`src/rtl/flick_arbiter.sv`:
```
// Round-robin owner of a single blink generator: the granted requester receives K lit/dark
// half-periods on flick_out, then a one-cycle done pulse, and the pointer moves past it.
module flick_arbiter #(
    parameter int unsigned N_REQ    = 4,
    parameter int unsigned TICK_DIV = 250000,
    parameter int unsigned CNT_W    = 21,
    parameter int unsigned BLINK_W  = 4
) (
    input  logic                     clk_2MHz,
    input  logic                     reset,
    input  logic [N_REQ-1:0]         req,
    input  logic [N_REQ*BLINK_W-1:0] blink_cnt,
    output logic [N_REQ-1:0]         grant,
    output logic                     flick_out,
    output logic [N_REQ-1:0]         done,
    output logic                     busy
);

    localparam int unsigned PTR_W = (N_REQ > 1) ? $clog2(N_REQ) : 1;

    typedef enum logic [1:0] {StIdle, StOn, StOff, StDone} state_e;

    state_e             state_q, state_d;
    logic [CNT_W-1:0]   div_q, div_d;
    logic [BLINK_W-1:0] rem_q, rem_d;
    logic [PTR_W-1:0]   ptr_q, ptr_d;
    logic [PTR_W-1:0]   owner_q, owner_d;
    logic [N_REQ-1:0]   grant_q, grant_d;
    logic [N_REQ-1:0]   done_q, done_d;
    logic               flick_q, flick_d;
    logic               busy_q, busy_d;

    logic               pick_found;
    logic [PTR_W-1:0]   pick_idx;
    logic [PTR_W-1:0]   cand;
    logic               tick;
    logic [PTR_W-1:0]   owner_next;

    // First set request at or above the pointer, wrapping around.
    always_comb begin
        pick_found = 1'b0;
        pick_idx   = '0;
        cand       = '0;
        for (int k = 0; k < int'(N_REQ); k++) begin
            cand = PTR_W'((int'(ptr_q) + k) % int'(N_REQ));
            if (!pick_found && req[cand]) begin
                pick_found = 1'b1;
                pick_idx   = cand;
            end
        end
    end

    assign tick       = (div_q == CNT_W'(TICK_DIV - 1));
    assign owner_next = (owner_q == PTR_W'(N_REQ - 1)) ? '0 : owner_q + PTR_W'(1);

    always_comb begin
        state_d = state_q;
        div_d   = div_q;
        rem_d   = rem_q;
        ptr_d   = ptr_q;
        owner_d = owner_q;
        grant_d = grant_q;
        done_d  = '0;
        flick_d = flick_q;
        busy_d  = busy_q;

        unique case (state_q)
            StIdle: begin
                if (pick_found) begin
                    owner_d           = pick_idx;
                    grant_d           = '0;
                    grant_d[pick_idx] = 1'b1;
                    busy_d            = 1'b1;
                    div_d             = '0;
                    rem_d             = blink_cnt[int'(pick_idx)*BLINK_W +: BLINK_W];
                    flick_d           = (rem_d != '0);
                    state_d           = StOn;
                end
            end
            StOn, StOff: begin
                // A zero count parks in StOn for its single grant cycle, then finishes.
                if (state_q == StOn && rem_q == '0) begin
                    state_d = StDone;
                end else if (!req[owner_q]) begin
                    state_d = StIdle;
                end else if (tick) begin
                    div_d = '0;
                    if (state_q == StOn) begin
                        state_d = StOff;
                        flick_d = 1'b0;
                    end else begin
                        rem_d = rem_q - BLINK_W'(1);
                        if (rem_q == BLINK_W'(1)) begin
                            state_d = StDone;
                        end else begin
                            state_d = StOn;
                            flick_d = 1'b1;
                        end
                    end
                end else begin
                    div_d = div_q + CNT_W'(1);
                end

                if (state_d == StDone || state_d == StIdle) begin
                    done_d  = (state_d == StDone) ? grant_q : '0;
                    grant_d = '0;
                    busy_d  = 1'b0;
                    flick_d = 1'b0;
                    div_d   = '0;
                    ptr_d   = owner_next;
                end
            end
            StDone: begin
                state_d = StIdle;
            end
            default: begin
                state_d = StIdle;
            end
        endcase
    end

    always_ff @(posedge clk_2MHz) begin
        if (reset) begin
            state_q <= StIdle;
            div_q   <= '0;
            rem_q   <= '0;
            ptr_q   <= '0;
            owner_q <= '0;
            grant_q <= '0;
            done_q  <= '0;
            flick_q <= 1'b0;
            busy_q  <= 1'b0;
        end else begin
            state_q <= state_d;
            div_q   <= div_d;
            rem_q   <= rem_d;
            ptr_q   <= ptr_d;
            owner_q <= owner_d;
            grant_q <= grant_d;
            done_q  <= done_d;
            flick_q <= flick_d;
            busy_q  <= busy_d;
        end
    end

    assign grant     = grant_q;
    assign done      = done_q;
    assign flick_out = flick_q;
    assign busy      = busy_q;

endmodule

```
`config.mk`:
```
export PLATFORM = sky130hd
export DESIGN_NAME = flick_arbiter
export DESIGN_NICKNAME = d
export VERILOG_FILES = /design/src/rtl/flick_arbiter.sv
export SDC_FILE = /design/constraint.sdc
export NUM_CORES = 1
export LEC_CHECK = 0
export ABC_AREA = 0
export CAP_MARGIN = 20
export CORE_AREA = 3 3 67 69
export CTS_CLUSTER_DIAMETER = 120
export DETAILED_ROUTE_END_ITERATION = 10
export DIE_AREA = 0 0 70 72
export PLACE_DENSITY = 0.91
export SLEW_MARGIN = 10
export SYNTH_ARGS = -nofsm -noshare
export SYNTH_HDL_FRONTEND = slang
export SYNTH_SLANG_ARGS = --single-unit
export TNS_END_PERCENT = 5
```
`constraint.sdc`:
```
create_clock -name clk_2MHz -period 6.55 [get_ports clk_2MHz]
set_input_delay 1.31 -clock clk_2MHz [delete_from_list [all_inputs] [get_ports clk_2MHz]]
set_output_delay 1.31 -clock clk_2MHz [all_outputs]
set_load 0.005 [all_outputs]
```
==> impl_summary.txt, run 1 <==
----------------------------------------------------
[Clock tree]
  Clock tree from TritonCTS ... done
  Clock Pin Slew Worst Setup and Hold Paths ... 80 ps
  Number of clock sinks ... 41
  Number of buffers created by CTS ... 5
  Insertion delay to the later sink of the worst-skew pair ... 300 ps
  Hold buffer count at cts ... 0
  Root buf cell ... clkbuf_8
  Count of buffers added by post-CTS timing repair for setup ... 0
  H-Tree Level Count ... 2
  Clock Tree Buf Depth ... 2
  Count of instances resized after the clock tree is built ... 0

[Timing]
  Final hold violations ... 0
  Remaining max-slew budget at the tightest pin ... 0.507
  Fraction of the cycle the final worst path needs ... 0.635
  Timing-limited maximum frequency ... 240 MHz
  Measured slew at the worst slew-check pin ... 737 ps
  Max Slew Vio Count ... 0
  Worst Skew ... 7.03 ps
  Setup violations, final ... 0
  Unrepaired setup endpoints after global routing ... false
  Fin crit period ... 4160 ps
  Fin Setup TNS ... 0 ps
  Hold slack final ... 489 ps

[GRT]
  Global routing usage on met2 ... 0.366
  Initial antenna violation count ... 0
  Sum of overflow across all layers after global routing ... 0
  Global-route wire length before repair ... 8340 um
  Vias in the first global route ... 1889
  Total global routing track utilization ... 0.210
  Met1 capacity usage during global routing ... 0.221
  GRT met3 Usage ... 0.0748
  Largest net degree at the start of global routing ... 23
  Layer with the highest usage after global routing ... met2

[Yosys]
  Share of synthesized area occupied by flip-flops and latches ... 0.361
  Largest cells by area after synthesis ... dfxtp_1 (36%), ha_1 (6.1%), nor2_1 (5.8%)
  Mapped Nets ... 301
  EDFF count, synth ... 0
  Cell taking the most area after synthesis ... dfxtp_1
  Per-instance average area after synthesis ... 8.49 um2
  Number of storage elements in the synthesis netlist ... 41
  Leading cell type by number of instances after synthesis ... dfxtp_1
  Top cell types by occurrence after synthesis ... dfxtp_1 (41), nor2_1 (35), nand2_1 (27)
  Cell count after synthesis ... 268
  Top FF cell, synth ... dfxtp_1
  Ys async rst share ... 0
  Count of warnings emitted by yosys ... 0
  Top cell type's share of synthesized area ... 0.361
  Post-synth cell types ... 51
  Cell Area, Synth ... 0.00227 mm2

[Floorplanning]
  Core box area ... 0.00397 mm2
  Area of the die ... 0.00504 mm2
  Vertical extent of the die ... 72 um
  Number of top-level pins ... 32
  Starting density of the core ... 0.573
  Row count ... 23
  Chip Width ... 70 um

[Routing]
  DR pass1 iterations ... 4
  Post-detailed-route count of antenna-violating nets ... 0
  DR vias ... 2012
  Wire length after detailed routing ... 5060 um
  Post-detailed-route wirelength per cell ... 14.5 um
  Via density per instance ... 5.77
  Total DRC errors in the routed layout ... 0
  DRC violation total after the first TritonRoute iteration ... 118

[Final layout]
  Share of post-route cells with drive strength above 1 ... 0.0736
  Filler cell count in the final layout ... 319
  Nets ... 331
  Growth of design area from synthesis to finish ... 17.7%
  Post-Route Utilization ... 0.674
  Count of placed standard cells in the final layout, fillers left out ... 349
  Antenna cell count ... 0

[Place]
  Half-perimeter wire length of the detailed placement result ... 3730 um
  Total placed cells including tap cells ... 341
  Final GP Congestion ... 0.842
  Port Buffers ... 31

[Worst setup path]
  Critical Path End Type ... flop
  Largest driver fanout on the critical path ... 10
  CP Data Arrival Time ... 4400 ps
  Setup CP Type ... primary input to flop
  Required arrival time at the worst endpoint ... 6790 ps
  CP startpoint kind ... primary input

[Power]
  Total chip power ... 958 uW
  Power density of the placed cells ... 358 mW/mm2
  Worst vdd ir ... 0.267 mV
  Lkg Pwr ... 0.000973 uW

[Run]
  Maxcap violations ... 0

[Run status]
  Outcome ... completed

[Min path]
  Worst hold-check path type ... flop to flop

----------------------------------------------------
==> worst paths after layout <==
| kind | start | to | slack, ps | cells after the start |
|---|---|---|---|---|
| setup / recovery | req[1] | div_q[18]$_SDFFE_PP0P_ | 2390 | 11 |
| hold / removal | rem_q[3]$_SDFFE_PP0P_ | rem_q[3]$_SDFFE_PP0P_ | 490 | 2 |
| setup reg to reg | div_q[0]$_SDFFE_PP0P_ | div_q[18]$_SDFFE_PP0P_ | 2860 | 14 |
| hold reg to reg | rem_q[3]$_SDFFE_PP0P_ | rem_q[3]$_SDFFE_PP0P_ | 490 | 2 |
==> flip-flops by register name, summed over array words and instances, names as in the netlist <==
register	count
busy	1
div_q	21
done	4
flick_out	1
grant	4
owner_q	2
ptr_q	2
rem_q	4
state_q	2
==> area by class of cell <==
cell class	count	area, um2	area share
Clock buffer	6	72.6	0.0271
Clock inverter	2	10.0	0.00374
Inverter	10	37.5	0.0140
Multi-Input combinational cell	209	1360	0.509
Sequential cell	41	821	0.307
Tap cell	50	62.6	0.0234
Timing Repair Buffer	31	310	0.116
==> critical path, stage by stage <==
cell and delay, ps:
clkdlybuf4s50_1 490, mux4_2 540, o211ai_1 150, nand2_1 90, ha_1 350, nand2_1 150, o221a_2 340, and3_1 260
nand3_1 180, or3_1 380, a21oi_1 140
==> metal layers <==
layer / vias up / part of all wire / wire length [um]
met1: 941 / 0.41 / 2070
li1: 1002 / - / -
met5: - / 0 / 0
met3: 16 / 0.058 / 295
met4: 0 / 0.034 / 174
met2: 53 / 0.50 / 2510
==> power by group <==
group	switching, uW	internal (uW)
Combinational	278	198
Sequential	34.7	286
Clock	87.7	73.8
==> cell usage in the layout (no fill, tap or decap), drive strengths merged, types with 7 or more instances in the layout <==
cell type       n
clkdlybuf4s50  31
ha             11
nor2           35
dfxtp          41
a21oi          22
nand3          10
inv            10
o21ai           7
mux2i          10
xor2           11
nand2          27
==> cells by family (layout without fill, tap and decap cells) <==
logic type,after synthesis,in the layout,share of synthesized area
xor gates and xnor gates,16,16,0.0616
and+or+nand+nor,118,118,0.263
DFF,41,41,0.361
buffers and inverters,18,49,0.0402
adders and majority gates,11,11,0.0605
AOI/OAI and AO/OA,49,49,0.135
muxes,15,15,0.0787
==> per-stage QoR <==
| stage | cell area [um2] | worst slack, ps |
|---|---|---|
| global placement | 2590 | 2220 |
| detailed placement | 2590 | 2120 |
| floorplan | 2270 | 2830 |
| global route | 2680 | 2230 |
| CTS | 2680 | 2440 |
| finish | 2680 | 2390 |
Power figures use the tool's default switching activity.
==> inputs of run 2 (changes only) <==
Settings changed: CORE_AREA 3 3 67 69 to 3 3 69 71, DIE_AREA 0 0 70 72 to 0 0 72 74, PLACE_DENSITY 0.91 to 0.87.
Clock period 6.55 ns to 4.2 ns, I/O delays scaled along.
==> impl_summary.txt, run 2 (synthesis results as in run 1) <==
----------------------------------------------------
[Routing]
  DR vias ... 1999 (-0.65%)
  Wire length after detailed routing ... 4800 um (-5.2%)
  DR pass1 iterations ... 4 (unchanged)
  Via density per instance ... 5.70 (-1.2%)
  DRC violation total after the first TritonRoute iteration ... 72 (-39%)
  Post-detailed-route count of antenna-violating nets ... 0 (unchanged)
  Total DRC errors in the routed layout ... 0 (unchanged)
  Post-detailed-route wirelength per cell ... 13.7 um (-5.7%)

[Timing]
  Fraction of the cycle the final worst path needs ... 0.876
  Setup violations, final ... 0 (unchanged)
  Final hold violations ... 0 (unchanged)
  Fin Setup TNS ... 0 ps (unchanged)
  Unrepaired setup endpoints after global routing ... false
  Fin crit period ... 3680 ps
  Timing-limited maximum frequency ... 272 MHz
  Max Slew Vio Count ... 0 (unchanged)
  Worst Skew ... 6.99 ps (-0.0401 ps)
  Remaining max-slew budget at the tightest pin ... 0.508 (+0.00120)
  Measured slew at the worst slew-check pin ... 735 ps (-1.79 ps)

[Final layout]
  Filler cell count in the final layout ... 386 (+21%)
  Reg with most FFs ... div_q
  Commonest cells after routing, fill and taps aside ... dfxtp_1 (41), nor2_1 (35), clkdlybuf4s50_1 (31)
  Nets ... 331 (unchanged)
  Combined flip-flop and latch cell area ... 821 um2 (unchanged)
  Growth of design area from synthesis to finish ... 17.9%
  Share of post-route cells with drive strength above 1 ... 0.0769 (+0.00334)
  Antenna cell count ... 0 (unchanged)
  Commonest non-fill, non-tap cell in the layout ... dfxtp_1
  Largest register FFs ... 21 (unchanged)
  Area of the multi-input gates ... 0.00136 mm2 (unchanged)

[Worst setup path]
  Register-to-register setup slack ... 530 ps (-2330 ps)
  Setup CP Type ... primary input to flop
  Critical Path End Type ... flop
  Required arrival time at the worst endpoint ... 4430 ps (-2360 ps)
  Largest driver fanout on the critical path ... 10 (unchanged)
  List of cells traversed by the critical path ... clkdlybuf4s50_1 -> mux4_2 -> a21bo_2 -> ha_1 -> nand2_1 -> o221a_2 -> and3_1 -> nand3_1 -> or3_1 -> a21oi_1
  CP Data Arrival Time ... 3900 ps (-500 ps)
  Highest-delay cell along the critical path ... mux4_2
  CP startpoint kind ... primary input
  Worst stage delay on the critical path ... 550 ps (about the same)

[Floorplanning]
  Row count ... 24 (+4.3%)
  Core box area ... 0.00429 mm2 (+8.1%)
  Starting density of the core ... 0.530 (-0.0431)
  Number of top-level pins ... 32 (unchanged)
  Area of the die ... 0.00533 mm2 (+5.7%)
  Chip Width ... 72 um (+2.9%)
  Vertical extent of the die ... 74 um (+2.8%)

[GRT]
  Vias in the first global route ... 1859 (-1.6%)
  Largest net degree at the start of global routing ... 23 (unchanged)
  Met1 capacity usage during global routing ... 0.221 (about the same)
  GRT met3 Usage ... 0.0419 (-0.0329)
  Initial antenna violation count ... 0 (unchanged)
  Total global routing track utilization ... 0.189 (-0.0213)
  Global routing usage on met2 ... 0.319 (-0.0468)
  Layer with the highest usage after global routing ... met2
  Global-route wire length before repair ... 7890 um (-5.3%)
  Sum of overflow across all layers after global routing ... 0 (unchanged)

[Min path]
  Worst hold-check path type ... flop to flop

[Power]
  Worst vdd ir ... 0.426 mV (+60%)
  Power density of the placed cells ... 553 mW/mm2 (+54%)
  Lkg Pwr ... 0.000972 uW (-0.11%)
  Total chip power ... 1480 uW (+55%)

[Clock tree]
  Clock tree from TritonCTS ... done
  Root buf cell ... clkbuf_8
  Count of buffers added by post-CTS timing repair for setup ... 0 (unchanged)
  H-Tree Level Count ... 2 (unchanged)
  Number of buffers created by CTS ... 5 (unchanged)
  Hold buffer count at cts ... 0 (unchanged)
  Insertion delay to the later sink of the worst-skew pair ... 300 ps (about the same)
  Clock Tree Buf Depth ... 2 (unchanged)
  Count of instances resized after the clock tree is built ... 0 (unchanged)
  Number of clock sinks ... 41 (unchanged)
  Clock Pin Slew Worst Setup and Hold Paths ... 70 ps (about the same)

[Run]
  Maxcap violations ... 0 (unchanged)

[Run status]
  Outcome ... completed

[Place]
  Half-perimeter wire length of the detailed placement result ... 3540 um (-5.0%)
  Port Buffers ... 31 (unchanged)
  Final GP Congestion ... 0.952 (+13%)

----------------------------------------------------
==> run 2: cell count changes in the layout (fill, tap and decap cells not counted) <==
| cell | change |
|---|---|
| clkinvlp_4 | +1 |
| clkbuf_1 | -1 |
==> run 2: per-stage QoR <==
step | cell area (um2) | setup WS [ps] | cells | hold slack (ps) | util
global placement | 2600 | 339 | 343 | 457 | 0.605
detailed placement | 2600 | 235 | 343 | 462 | 0.605
CTS | 2680 | 518 | 351 | 478 | 0.625
floorplan | 2270 | 915 | 268 | 456 | -
global route | 2680 | 139 | 351 | 507 | 0.625
finish | 2680 | 522 | 351 | 477 | 0.625
==> run 2: routing by layer <==
layer | vias to the layer above | part of all wire | routed length, um
li1 | 998 | - | -
met1 | 936 | 0.44 | 2110
met2 | 48 | 0.48 | 2320
met3 | 17 | 0.042 | 202
met4 | 0 | 0.035 | 167
met5 | - | 0 | 0
==> run 2: final cells by class <==
type	count	share of cell area
multi-input combinational	209	0.508
clock inverter	3	0.00653
tap	52	0.0243
clock buffer	5	0.0257
sequential	41	0.306
inverter	10	0.0140
timing repair buffer	31	0.116
==> run 2: path summary, 6_finish.rpt <==
| check | from | to | cells past startpoint |
|---|---|---|---|
| worst min register to register | grant[2]$_SDFFE_PP0P_ | grant[2]$_SDFFE_PP0P_ | 2 |
| worst min-delay path | grant[2]$_SDFFE_PP0P_ | grant[2]$_SDFFE_PP0P_ | 2 |
| worst max-delay path | req[0] | div_q[18]$_SDFFE_PP0P_ | 10 |
| worst max register to register | div_q[0]$_SDFFE_PP0P_ | div_q[18]$_SDFFE_PP0P_ | 14 |
==> run 2: critical path, delay by kind of cell <==
| family | cells | cell delay, ps |
|---|---|---|
| simple gates | 4 | 970 |
| mux | 1 | 550 |
| compound gates | 3 | 700 |
| fa+ha+maj | 1 | 330 |
| buf+inv | 1 | 500 |
==> run 2: report_power, final <==
group          switching, uW  total [uW]  internal (uW)  leakage, uW
Clock                    139         254            115    0.0000439
Sequential              53.7         500            446     0.000333
Combinational            420         729            309     0.000595
Total                    613        1480            870     0.000972
